<file path="src/rtl/alu_pkg.sv">
// Shared ALU status definitions: condition codes, ALU selector values, flag bundle
// and the condition-code evaluator used by the flag register.
package alu_pkg;

  typedef enum logic [2:0] {
    COND_ALWAYS = 3'd0,
    COND_EQ     = 3'd1,
    COND_NE     = 3'd2,
    COND_LT     = 3'd3,
    COND_GE     = 3'd4,
    COND_CS     = 3'd5,
    COND_CC     = 3'd6,
    COND_NEVER  = 3'd7
  } cond_e;

  localparam logic [3:0] SEL_ADD = 4'd0;
  localparam logic [3:0] SEL_SUB = 4'd1;

  typedef struct packed {
    logic carry;
    logic neg;
    logic equal;
  } flags_t;

  localparam flags_t FLAGS_CLEAR = '{carry: 1'b0, neg: 1'b0, equal: 1'b0};

  function automatic logic cond_eval(input cond_e cs, input flags_t f);
    logic res;
    res = 1'b0;
    case (cs)
      COND_ALWAYS: res = 1'b1;
      COND_EQ:     res = f.equal;
      COND_NE:     res = ~f.equal;
      COND_LT:     res = f.neg;
      COND_GE:     res = ~f.neg;
      COND_CS:     res = f.carry;
      COND_CC:     res = ~f.carry;
      COND_NEVER:  res = 1'b0;
      default:     res = 1'b0;
    endcase
    return res;
  endfunction

endpackage

</file>
<file path="src/rtl/flag_stack.sv">
// LIFO of saved flag bundles. Resolves push/pop legality itself and reports a
// sticky error for overflow, underflow, or a simultaneous push and pop.
module flag_stack
  import alu_pkg::*;
#(
  parameter int DEPTH = 4,
  localparam int CW = $clog2(DEPTH + 1)
) (
  input  logic          clk,
  input  logic          rst_n,
  input  logic          push,
  input  logic          pop,
  input  logic          err_clr,
  input  flags_t        push_data,
  output flags_t        pop_data,
  output logic          pop_ok,
  output logic [CW-1:0] count,
  output logic          full,
  output logic          empty,
  output logic          err
);

  localparam int AW = (DEPTH > 1) ? $clog2(DEPTH) : 1;

  flags_t          mem [2**AW];
  logic [CW-1:0]   count_q;
  logic            err_q;
  logic            do_push;
  logic            do_pop;
  logic            err_set;
  logic [AW-1:0]   wr_idx;
  logic [AW-1:0]   rd_idx;

  assign full   = (count_q == CW'(DEPTH));
  assign empty  = (count_q == '0);
  assign wr_idx = AW'(count_q);
  assign rd_idx = AW'(count_q - CW'(1));

  // A simultaneous push and pop is ambiguous, so neither side is performed.
  always_comb begin
    do_push = push & ~pop & ~full;
    do_pop  = pop & ~push & ~empty;
    err_set = (push & pop) | (push & ~pop & full) | (pop & ~push & empty);
  end

  always_ff @(posedge clk or negedge rst_n) begin
    if (!rst_n) begin
      count_q <= '0;
    end else if (do_push) begin
      count_q <= count_q + CW'(1);
    end else if (do_pop) begin
      count_q <= count_q - CW'(1);
    end
  end

  // Error set has priority over clear so no fault is lost in the same cycle.
  always_ff @(posedge clk or negedge rst_n) begin
    if (!rst_n) begin
      err_q <= 1'b0;
    end else if (err_set) begin
      err_q <= 1'b1;
    end else if (err_clr) begin
      err_q <= 1'b0;
    end
  end

  // Storage needs no reset: only entries below count are ever read.
  always_ff @(posedge clk) begin
    if (do_push) begin
      mem[wr_idx] <= push_data;
    end
  end

  assign pop_data = mem[rd_idx];
  assign pop_ok   = do_pop;
  assign count    = count_q;
  assign err      = err_q;

endmodule

</file>
<file path="src/rtl/alu_flag_register.sv">
// Architectural Carry/Neg/Equal register with save/restore stack and branch
// condition evaluation. Define ALU_FLAG_BYPASS_EN to evaluate CondTrue on next-state flags.
module alu_flag_register
  import alu_pkg::*;
#(
  parameter int DEPTH = 4
) (
  input  logic                         clk,
  input  logic                         rst_n,
  input  logic                         FlagWe,
  input  logic [3:0]                   Selector,
  input  logic                         CarryIn,
  input  logic                         NegIn,
  input  logic                         EqualIn,
  input  logic                         Push,
  input  logic                         Pop,
  input  logic                         ErrClr,
  input  logic [2:0]                   CondSel,
  output logic                         CondTrue,
  output logic                         CarryOut,
  output logic                         NegOut,
  output logic                         EqualOut,
  output logic [$clog2(DEPTH+1)-1:0]   StackCount,
  output logic                         StackFull,
  output logic                         StackEmpty,
  output logic                         StackErr
);

  flags_t flags_q;
  flags_t flags_next;
  flags_t pop_data;
  flags_t cond_src;
  logic   pop_ok;

  // The stack always captures the pre-write register value, so a push in the
  // same cycle as a flag write saves the old flags.
  flag_stack #(
    .DEPTH (DEPTH)
  ) u_stack (
    .clk       (clk),
    .rst_n     (rst_n),
    .push      (Push),
    .pop       (Pop),
    .err_clr   (ErrClr),
    .push_data (flags_q),
    .pop_data  (pop_data),
    .pop_ok    (pop_ok),
    .count     (StackCount),
    .full      (StackFull),
    .empty     (StackEmpty),
    .err       (StackErr)
  );

  // A successful pop overrides any flag write in the same cycle.
  always_comb begin
    flags_next = flags_q;
    if (pop_ok) begin
      flags_next = pop_data;
    end else if (FlagWe) begin
      if (Selector == SEL_ADD) begin
        flags_next.carry = CarryIn;
      end else if (Selector == SEL_SUB) begin
        flags_next.neg   = NegIn;
        flags_next.equal = EqualIn;
      end
    end
  end

  always_ff @(posedge clk or negedge rst_n) begin
    if (!rst_n) begin
      flags_q <= FLAGS_CLEAR;
    end else begin
      flags_q <= flags_next;
    end
  end

`ifdef ALU_FLAG_BYPASS_EN
  assign cond_src = flags_next;
`else
  assign cond_src = flags_q;
`endif

  assign CondTrue = cond_eval(cond_e'(CondSel), cond_src);
  assign CarryOut = flags_q.carry;
  assign NegOut   = flags_q.neg;
  assign EqualOut = flags_q.equal;

endmodule

</file>
<file path="config.mk">
export PLATFORM = sky130hd
export DESIGN_NAME = alu_flag_register
export DESIGN_NICKNAME = d
export VERILOG_FILES = /design/src/rtl/alu_pkg.sv /design/src/rtl/flag_stack.sv /design/src/rtl/alu_flag_register.sv
export SDC_FILE = /design/constraint.sdc
export NUM_CORES = 1
export LEC_CHECK = 0
export CORE_ASPECT_RATIO = 0.75
export CORE_MARGIN = 3
export CORE_UTILIZATION = 40
export CTS_CLUSTER_SIZE = 14
export DETAILED_ROUTE_END_ITERATION = 7
export PLACE_DENSITY = 0.71
export SYNTH_ARGS = -nofsm -noshare
export SYNTH_HDL_FRONTEND = slang
export SYNTH_SLANG_ARGS = --single-unit
</file>
<file path="constraint.sdc">
create_clock -name clk -period 1.8 [get_ports clk]
set_clock_uncertainty 0.1 [all_clocks]
set_input_delay 0.54 -clock clk [delete_from_list [all_inputs] [get_ports clk]]
set_output_delay 0.54 -clock clk [all_outputs]
set_load 0.05 [all_outputs]
</file>
# Word-level counts from Yosys, hierarchy flattened

Memory sizes are Yosys's and may differ from the RTL's.
Cells that the tools add are included.

Input bits: 16
Memory bits (writable): 12
Output and inout bits: 10
Register bits after elaboration: 7
Logic and storage cells: 56
Memories kept: 1

Add/subtract/negate cells: 2
Bitwise gates (word level): 16
Muxes and demuxes: 12
Reduce and logical (&&, ||, !) cells: 10
Equal/unequal tests: 10

Memory list:

| name        | words | bits a word | read ports | clocked after memory_dff | wr ports | line             | RTL |
|---|---|---|---|---|---|---|---|
| u_stack.mem | 4     | 3           | 1          | 0                        | 1        | flag_stack.sv:25 | `flags_t mem [2**AW];` |

Operators with widths:

| operator                                             | number |
|---|---|
| equality test 3 bit (second input constant)          | 5 |
| 2-to-1 mux 3 bit                                     | 4 |
| nonzero test 2 bit                                   | 5 |
| case mux 1 bit (8 select lines)                      | 1 |
| AND 1 bit                                            | 7 |
| NOT 1 bit                                            | 7 |
| equality test 3 x 2 -> 1 bit (second input constant) | 2 |
| logical NOT 3 bit                                    | 2 |
| 2-to-1 mux 1 bit                                     | 5 |
| equality test 4 x 1 -> 1 bit (second input constant) | 1 |
| logical NOT 4 bit                                    | 1 |
| 2-to-1 mux 2 bit                                     | 2 |
| adder 3 x 1 -> 3 bit (second input constant)         | 1 |
| equality test 3 x 1 -> 1 bit (second input constant) | 1 |
| AND reduction 3 bit                                  | 1 |
| subtractor 3 x 1 -> 3 bit (second input constant)    | 1 |
| inequality test 2 bit (second input constant)        | 1 |
| bitwise OR 1 bit                                     | 2 |
| AND reduction 2 bit                                  | 1 |

# Longest topological paths before layout

Gate-level depths: netlist of the first run.

Depth in word-level cells: 6
Depth in mapped cells: 8
Mapped depth without buffers: 6

# Cells and area by module

A second synthesis of the first run with hierarchy kept.

Cell total of the unflattened synthesis: 76
Area, all modules: 1001.0 um2

By module, submodules not included:

| module            | instances | sequential area each (um2) | cells an instance | area each (um2) |
|---|---|---|---|---|
| flag_stack        | 1         | 460.4                      | 51                | 774.5 |
| alu_flag_register | 1         | 75.1                       | 25                | 226.5 |

# Worst setup path after synthesis of the first run

Ideal clock, no wire load.

Kind: reg2reg
Start point: reg u_stack.count_q[0], in the netlist u_stack.count[0]
End point: mem u_stack.mem[0][0] (netlist bit) (enable)
Path buffers: 1
Data arrival time: 2058 ps
Library setup time: 303 ps
Cell stages (with the launch flop): 7
Data required time: 1397 ps
Clock period less this slack: 2461 ps
Path slack: -661 ps
Path through: dfrtp_1 buf_2 inv_1 ha_1 and2_1 nor3_4 and2_1

Cells in the longest elaborated chain, start to end: 5

RTL lines:

| what                                   | line                    | RTL |
|---|---|---|
| from (decl)                            | flag_stack.sv:26        | `logic [CW-1:0] count_q;` |
| from (signal assigned)                 | flag_stack.sv:50        | `count_q <= count_q + CW'(1);` |
| from (signal assigned)                 | flag_stack.sv:52        | `count_q <= count_q - CW'(1);` |
| equality test 3 bit                    | flag_stack.sv:34        | `assign full = (count_q == CW'(DEPTH));` |
| named net StackFull                    | alu_flag_register.sv:24 | `output logic StackFull,` |
| NOT 1 bit                              | flag_stack.sv:41        | `do_push = push & ~pop & ~full;` |
| AND 1 bit                              | flag_stack.sv:41        |  |
| 2-to-1 mux 1 bit                       | flag_stack.sv:69        | `if (do_push) begin` |
| 2-to-1 mux 1 bit (not written as such) | flag_stack.sv:70        | `mem[wr_idx] <= push_data;` |
| to (decl)                              | flag_stack.sv:25        |  |

The timed path passes the listed nets, and every way through them passes these cells.

# Worst setup path in the final report of the first run

Start point: reg flags_q (netlist bit EqualOut)
End point: out CondTrue

Cells in the longest elaborated chain, start to end: 2

RTL lines:

| what                              | line                    | RTL |
|---|---|---|
| from (decl)                       | alu_flag_register.sv:29 | `flags_t flags_q;` |
| from (signal assigned)            | alu_flag_register.sv:73 | `flags_q <= flags_next;` |
| NOT 1 bit                         | alu_pkg.sv:33           | `COND_NE: res = ~f.equal;` |
| case mux 1 bit (8 select lines) * | alu_pkg.sv:30           | `case (cs)` |
| to (decl)                         | alu_flag_register.sv:19 | `output logic CondTrue,` |

Mark *: on every way between the ends. The rest lies on a longest branch, timed or not.

==> results.txt, run 1 <==
Met3 wire len - 113 um
First-pass GRT wire length - 3574 um
Register Area - 541.8 sq um
HP Class - input pin to async pin
Critical path depth in cells - 5
Vias - 698
Power Density - 1788 mW/mm^2
Initial antenna violation count - 0
DR pass1 iterations - 4
Final Wtd Congestion - 0.7609
Hold-fix buffers, CTS - 0
Gr usage total - 15.49%
Failing checks - negative setup slack
Worst vdd ir - 1134 uV
Total power - 2.750 mW
H-Tree Depth - 1
Switching Share - 39.90%
RSZ-0062 raised after global routing - yes
Clock transition at path regs - 110 ps
Slew Limit Fails - 0
Top layer in use - met4
Synth top cells by count - edfxtp_1 (12), dfrtp_1 (7), nor2_1 (6)
Final WL - 2096 um
Crit path launch type - flop
Leakage - 0.6236 nW
Crit path cell chain - buf_4, o22a_1, o22ai_1, a21o_2, buf_12
Synth area leaders - edfxtp_1 (37%), dfrtp_1 (18%), mux4_2 (7.0%)
Post-synth top area cell - edfxtp_1
CP top delay family - compound AO/OA/AOI/OAI gates
Synth Net Count - 94
Via/cell ratio - 4.748
Largest net degree at the start of global routing - 11
Setup ws final - -264.1 ps
DRC - 0
Worst relative slew slack - 77.15%
Period utilization - 114.7%
EDFF count, synth - 12
Share of cells above drive strength 1 - 45.22%
Crit-path slowest cell - dfrtp_2
Detail Route Antenna Nets - 0
Placed Area - 0.001448 sq mm
Seq/Total Area, Yosys - 55.37%
Vias in the first global route - 724
Post-Syn Instances - 73
CP bufs+invs - 2
Number of I/O pins - 26
Die area - 0.003050 sq mm
Gate power share - 66.4%
Multi-input logic area - 446.7 sq um
Slowest Stage Delay on Critical Path - 410 ps
Count leader, synth - edfxtp_1
Final instance area - 0.001538 sq mm
Met1 WL - 981 um
Sequential share of power - 25.9%
Setup slack at placement - -580.8 ps
MaxCap Viol Count - 0
Starting Density - 45.26%
Seq cells post-synth - 19
Die height - 48.59 um
Clock Latency Late Sink - 300 ps
TritonCTS buffer count - 3
Avg Synthesized Cell Area - 13.25 sq um
Detailed-placement wirelength estimate - 1721 um
Met2 wire length - 988 um
Worst slew pin tran - 341.6 ps
Number of cell rows - 14
Fmax - 484.5 MHz
Netlist cell types - 26
Yosys warning count - 0
Kind of critical path - flop to output pin
Async SR Flop Fraction - 36.84%
CTS tree - yes
Worst setup EP type - output pin
Status - finished, violations left
Total grt overflow - 0
Crit path required time - 1160 ps
Worst Reg-to-Reg Cells - 6
Die X - 62.78 um
Sink Count - 19
Detailed Route Iter0 Violations - 34
Synth top area share - 37.26%
Top FF cell, synth - edfxtp_1
Port Buffers - 25
Post-Syn Area - 967.2 sq um
Final Util - 71.96%
Switching power - 1.097 mW
P_int - 1.652 mW
Clock Tree Buf Depth - 2
Area grow syn2layout - 58.99%
Peak fanout along the critical path - 2
Layout net count - 137
Period minus WS final - 2064 ps
Clock share of power - 7.7%
Core box area - 0.002137 sq mm
# diodes - 0
Setup Viol. Count Final - 3
WL/cell - 14.26 um
Root Driver - clkbuf_4
WP data arrival - 1420 ps
Filler Cell Count - 148
Final hold vios - 0
power groups by stage:
stage                     clock network [mW]  logic (mW)  registers [mW]
after detailed placement                   0        1.71           0.728
after CTS                              0.217        1.79           0.714
after global placement                     0        1.68           0.721
after floorplan                            0       0.664            1.00
final                                  0.212        1.82           0.713
after global routing                   0.235        1.93           0.734
placed cells by master (no fill, tap or decap), types with 2 or more instances in the layout:
cell type / instances
buf_6: 2
nand2_1: 4
dlygate4sd2_1: 2
a21oi_1: 4
nor2b_1: 2
o21ai_0: 2
mux2i_1: 3
mux4_2: 3
buf_4: 13
clkdlybuf4s50_1: 12
edfxtp_1: 12
clkbuf_4: 3
dfrtp_2: 5
buf_12: 10
dfrtp_1: 2
ha_1: 4
nor2_1: 5
and2_4: 5
xnor2_1: 2
path summary, 6_finish.rpt:
| check | from | endpoint | slack, ps |
|---|---|---|---|
| max | EqualOut$_DFFE_PN0P_ | CondTrue | -260 |
| min | rst_n | u_stack.count[2]$_DFFE_PN0P_ | 390 |
| max reg2reg | u_stack.count[0]$_DFFE_PN0P_ | u_stack.mem[2][2]$_DFFE_PP_ | 30 |
| min reg2reg | u_stack.count[2]$_DFFE_PN0P_ | u_stack.count[2]$_DFFE_PN0P_ | 530 |
| max in group asynchronous | rst_n | CarryOut$_DFFE_PN0P_ | 940 |
| min in group clk | u_stack.count[2]$_DFFE_PN0P_ | u_stack.count[2]$_DFFE_PN0P_ | 530 |
repair_timing:
action,4_1_cts,5_1_grt
gates resized for setup,7,3
endpoints found under the hold margin,0,0
buffers inserted,5,2
endpoints found under the setup margin,3,16
pin swaps,1,6
metal layers:
layer | global-route usage [%] | vias to the layer above
met4 | 5.128 | 0
met2 | 21.42 | 17
met3 | 5.093 | 2
met5 | 0 | -
li1 | - | 349
met1 | 22.67 | 330
final cells by class:
cell class                      count  area share (%)
Sequential cell                    19           35.23
Inverter                            3          0.8950
Tap cell                           32           2.604
Clock buffer                        4           1.709
Multi-Input combinational cell     49           29.05
Timing Repair Buffer               40           30.51
logic make-up after synthesis:
logic type	synth area share, %
AND/OR/NAND/NOR	14.88
flip-flops	55.37
AO/OA/AOI/OAI	9.185
multiplexers	10.09
buffers and inverters	2.199
adder cells (fa/ha/maj)	6.468
XOR/XNOR	1.811
registers in the layout (all words and copies together), names as in the netlist:
signal         count
u_stack.err        1
CarryOut           1
u_stack.count      3
u_stack.mem       12
EqualOut           1
NegOut             1
stage by stage:
stage | TNS, ps | cells | hold slack [ps]
floorplan | -3315 | 73 | 144.4
global placement | -4286 | 136 | 513.9
detailed placement | -4859 | 136 | 524.7
CTS | -431.1 | 145 | 396.4
global route | -966.6 | 147 | 396.0
finish | -435.7 | 147 | 389.7
Note: power is estimated with default switching activity, not from simulation.
==> inputs of run 2 (changes only) <==
CTS_BUF_LIST = sky130_fd_sc_hd__clkbuf_8   (was unset)
SETUP_SLACK_MARGIN = 0.1   (was unset)
==> results.txt, run 2 (synthesis gave the netlist of run 1 again) <==
DRC - 0
Share of cells above drive strength 1 - 54.78%
Detailed Route Iter0 Violations - 29
Via/cell ratio - 4.884
Setup Viol. Count Final - 8
Largest Register - u_stack.mem
CP top delay family - compound AO/OA/AOI/OAI gates
Crit path cell chain - nor2b_4, a31oi_1, o22ai_1, a21o_2, buf_12
# diodes - 0
Peak fanout along the critical path - 2
Worst setup EP type - output pin
Area grow syn2layout - 69.47%
RSZ-0062 raised after global routing - yes
Setup ws final - -275.8 ps
Starting Density - 45.26%
Status - finished, violations left
Detail Route Antenna Nets - 0
Final hold vios - 0
CP bufs+invs - 1
First-pass GRT wire length - 3739 um
Commonest non-fill, non-tap cell in the layout - edfxtp_1
Power Density - 1818 mW/mm^2
Core box area - 0.002137 sq mm
Gr usage total - 16.61%
Number of I/O pins - 26
Total power - 2.979 mW
RR Startpoint - u_stack.count[0]$_DFFE_PN0P_
Crit path launch - EqualOut$_DFFE_PN0P_
Largest net degree at the start of global routing - 11
TritonCTS buffer count - 3
Worst vdd ir - 1229 uV
Fmax - 481.7 MHz
Crit path required time - 1160 ps
Setup slack at placement - -580.8 ps
CTS tree - yes
Final Wtd Congestion - 0.7609
Slowest Stage Delay on Critical Path - 410 ps
Final WL - 2429 um
Worst hold margin - 451.9 ps
Die height - 48.59 um
WL/cell - 16.52 um
Failing checks - negative setup slack
Layout net count - 137
Vias in the first global route - 737
Die area - 0.003050 sq mm
HP Class - input pin to async pin
Clock transition at path regs - 70 ps
MaxCap Viol Count - 0
Worst relative slew slack - 76.78%
Kind of critical path - flop to output pin
Die X - 62.78 um
DR pass1 iterations - 4
Setup TNS - -369.1 ps
Detailed-placement wirelength estimate - 1721 um
Period utilization - 115.3%
Most frequent cells in the layout - edfxtp_1 (12), buf_12 (10), buf_4 (10), clkdlybuf4s50_1 (8)
Max FFs per register - 12
H-Tree Depth - 1
Slew Limit Fails - 0
Sink Count - 19
Clock Tree Buf Depth - 2
Initial antenna violation count - 0
Clock Latency Late Sink - 250 ps
Root Driver - clkbuf_8
Port Buffers - 25
Crit path launch type - flop
Leakage - 0.6715 nW
Total grt overflow - 0
Worst slew pin tran - 347.1 ps
Number of cell rows - 14
WP data arrival - 1440 ps
Vias - 718
Period minus WS final - 2076 ps
Crit-path slowest cell - dfrtp_2
-- run 2: cell count changes in the layout (fill, tap and decap cells not counted), sizes merged --
cell and change:
inv +1, clkdlybuf4s50 -4, dlygate4sd2 +1, dlymetal6s2s +2
clkbuf -1, buf +1
-- run 2: path summary, 6_finish.rpt --
path                                                     end  slack (ps)  depth (start not counted)
min in group clk                u_stack.count[2]$_DFFE_PN0P_         540                          1
worst min register to register  u_stack.count[2]$_DFFE_PN0P_         540                          1
worst max-delay path                                CondTrue        -280                          5
worst min-delay path            u_stack.count[2]$_DFFE_PN0P_         450                          1
worst max register to register   u_stack.mem[2][2]$_DFFE_PP_         -10                          6
max in group asynchronous               CarryOut$_DFFE_PN0P_         870                          1
-- run 2: power breakdown --
part	leakage, nW	switching (mW)	internal, mW
Combinational	0.462	0.972	1.00
Clock	0.0269	0.128	0.151
Sequential	0.183	0.0967	0.629
Total	0.671	1.20	1.78
-- run 2: stage by stage --
step / std cells / cell area, sq um / utilization (%)
2_1_floorplan: 73 / 1020 / -
3_3_place_gp: 136 / 1448 / 67.74
3_5_place_dp: 136 / 1448 / 67.74
4_1_cts: 146 / 1572 / 73.54
5_1_grt: 147 / 1639 / 76.70
6_report: 147 / 1639 / 76.70
-- run 2: cell type report --
| cell class | instances | area [sq um] |
|---|---|---|
| Sequential cell | 19 | 541.8 |
| Multi-Input combinational cell | 49 | 520.5 |
| Fill cell | 139 | 498.0 |
| Timing Repair Buffer | 40 | 478.0 |
| Clock buffer | 3 | 41.29 |
| Tap cell | 32 | 40.04 |
| Inverter | 3 | 13.76 |
| Clock inverter | 1 | 3.754 |
-- run 2: what timing repair did --
| item | CTS | global route |
|---|---|---|
| setup endpoints to repair | 20 | 23 |
| cloned | 0 | 0 |
| pin swaps | 9 | 6 |
| hold buffers | 0 | 0 |
| setup buffers | 6 | 1 |
| resized for setup | 23 | 13 |
| hold endpoints to repair | 0 | 0 |
-- run 2: layer usage --
layer,vias up,routed length [um],global-route usage (%)
li1,349,-,-
met1,357,1075,22.73
met2,8,1236,23.72
met3,4,88,6.481
met4,0,28,6.227
met5,-,0,0
==> inputs of run 3 (changes only) <==
RECOVER_POWER = 50   (was unset)
==> results.txt, run 3 (synthesis gave the netlist of run 1 again) <==
First-pass GRT wire length - 3739 um
Setup slack at placement - -580.8 ps
Largest net degree at the start of global routing - 11
Clock Latency Late Sink - 260 ps
Slowest Stage Delay on Critical Path - 230 ps
WP data arrival - 1440 ps
Vias - 723
Layout net count - 137
Power Density - 1815 mW/mm^2
RSZ-0062 raised after global routing - yes
HP Class - input pin to async pin
Worst setup EP type - output pin
Port Buffers - 25
Total grt overflow - 0
Leakage - 0.6648 nW
TritonCTS buffer count - 3
Die height - 48.59 um
Most frequent cells in the layout - edfxtp_1 (12), buf_12 (10), buf_4 (8), clkdlybuf4s50_1 (7)
Max FFs per register - 12
Die X - 62.78 um
Setup ws final - -278.9 ps
Layout Cells excl Fill - 147
Flop2flop setup slack - -10 ps
Via/cell ratio - 4.918
Starting Density - 45.26%
Final Wtd Congestion - 0.7609
Setup TNS - -378.6 ps
Die area - 0.003050 sq mm
Detailed-placement wirelength estimate - 1721 um
Initial antenna violation count - 0
Vias in the first global route - 737
Detail Route Antenna Nets - 0
DRC - 0
WL/cell - 16.56 um
Setup Viol. Count Final - 8
Peak fanout along the critical path - 4
DR pass1 iterations - 3
Commonest non-fill, non-tap cell in the layout - edfxtp_1
Crit path launch type - input pin
Crit-path slowest cell - clkdlybuf4s15_1
Crit path required time - 1160 ps
Core box area - 0.002137 sq mm
MaxCap Viol Count - 0
Root Driver - clkbuf_8
Slew Limit Fails - 0
CP top delay family - compound AO/OA/AOI/OAI gates
Final hold vios - 0
Switching power - 1.199 mW
Clock Tree Buf Depth - 2
Worst vdd ir - 1229 uV
Filler Cell Count - 143
Area grow syn2layout - 68.69%
CP bufs+invs - 2
Worst hold margin - 521.5 ps
Crit path cell chain - clkdlybuf4s15_1, a31oi_1, o22ai_1, a21o_2, buf_12
Failing checks - negative setup slack
P_int - 1.762 mW
Sequential share of power - 24.5%
Period utilization - 115.5%
Worst relative slew slack - 74.28%
Switching Share - 40.50%
CTS tree - yes
Period minus WS final - 2079 ps
H-Tree Depth - 1
Worst slew pin tran - 385.8 ps
Gate power share - 66.0%
Number of I/O pins - 26
Number of cell rows - 14
Status - finished, violations left
Final WL - 2435 um
Fmax - 481.0 MHz
Largest Register - u_stack.mem
# diodes - 0
Clock transition at path regs - 70 ps
Hold-fix buffers, CTS - 0
Share of cells above drive strength 1 - 53.04%
Sink Count - 19
Cells after DPL - 136
Kind of critical path - input pin to output pin
Detailed Route Iter0 Violations - 25
Clock share of power - 9.5%
Total power - 2.961 mW
Gr usage total - 16.61%
-- run 3: changes by cell type in the layout (fill, tap and decap cells not counted), sizes merged --
cell           change
buf                -2
clkbuf             +2
clkdlybuf4s50      -1
dlygate4sd3        +1
-- run 3: worst register-to-register path: cells and delay by family (launching register included) --
kind          cells  cell delay, ps
simple gates      3             720
buf+inv           2             170
flops             1             390
fa+ha+maj         1             160
-- run 3: path summary, 6_finish.rpt --
kind | cells past startpoint | from | end
worst max register to register | 6 | u_stack.count[0]$_DFFE_PN0P_ | u_stack.mem[2][2]$_DFFE_PP_
max in group asynchronous | 1 | rst_n | CarryOut$_DFFE_PN0P_
worst min-delay path | 1 | rst_n | u_stack.count[2]$_DFFE_PN0P_
min in group clk | 1 | u_stack.count[2]$_DFFE_PN0P_ | u_stack.count[2]$_DFFE_PN0P_
worst min register to register | 1 | u_stack.count[2]$_DFFE_PN0P_ | u_stack.count[2]$_DFFE_PN0P_
worst max-delay path | 5 | CondSel[0] | CondTrue
-- run 3: area by class of cell --
class | count | area [sq um] | share of cell area [%]
multi-input combinational | 49 | 520.5 | 31.90
sequential | 19 | 541.8 | 33.21
tap | 32 | 40.04 | 2.454
inverter | 3 | 13.76 | 0.8436
clock inverter | 1 | 3.754 | 0.2301
timing repair buffer | 40 | 470.5 | 28.83
clock buffer | 3 | 41.29 | 2.531
-- run 3: repair_timing --
item                       in CTS  in global routing
pin swaps                       9                  6
resized for setup              23                 13
setup endpoints to repair      20                 23
buffers inserted                6                  1
-- run 3: power groups by stage --
stage	sequential [mW]	clock [mW]	combinational (mW)
final	0.725	0.281	1.95
after global placement	0.721	0	1.68
after floorplan	1.00	0	0.664
after detailed placement	0.728	0	1.71
after CTS	0.715	0.290	1.88
after global routing	0.741	0.310	2.07
-- run 3: per-layer routing --
layer	part of all wire (%)	GRT usage [%]	vias to the layer above
met2	51	23.72	8
li1	-	-	350
met3	3.6	6.481	4
met5	0	0	-
met4	1.1	6.227	0
met1	44	22.73	361
-- run 3: through the flow --
| step | area [sq um] | util (%) |
|---|---|---|
| after floorplan | 1020 | - |
| after global placement | 1448 | 67.74 |
| after detailed placement | 1448 | 67.74 |
| after CTS | 1572 | 73.54 |
| after global routing | 1632 | 76.35 |
| final | 1632 | 76.35 |
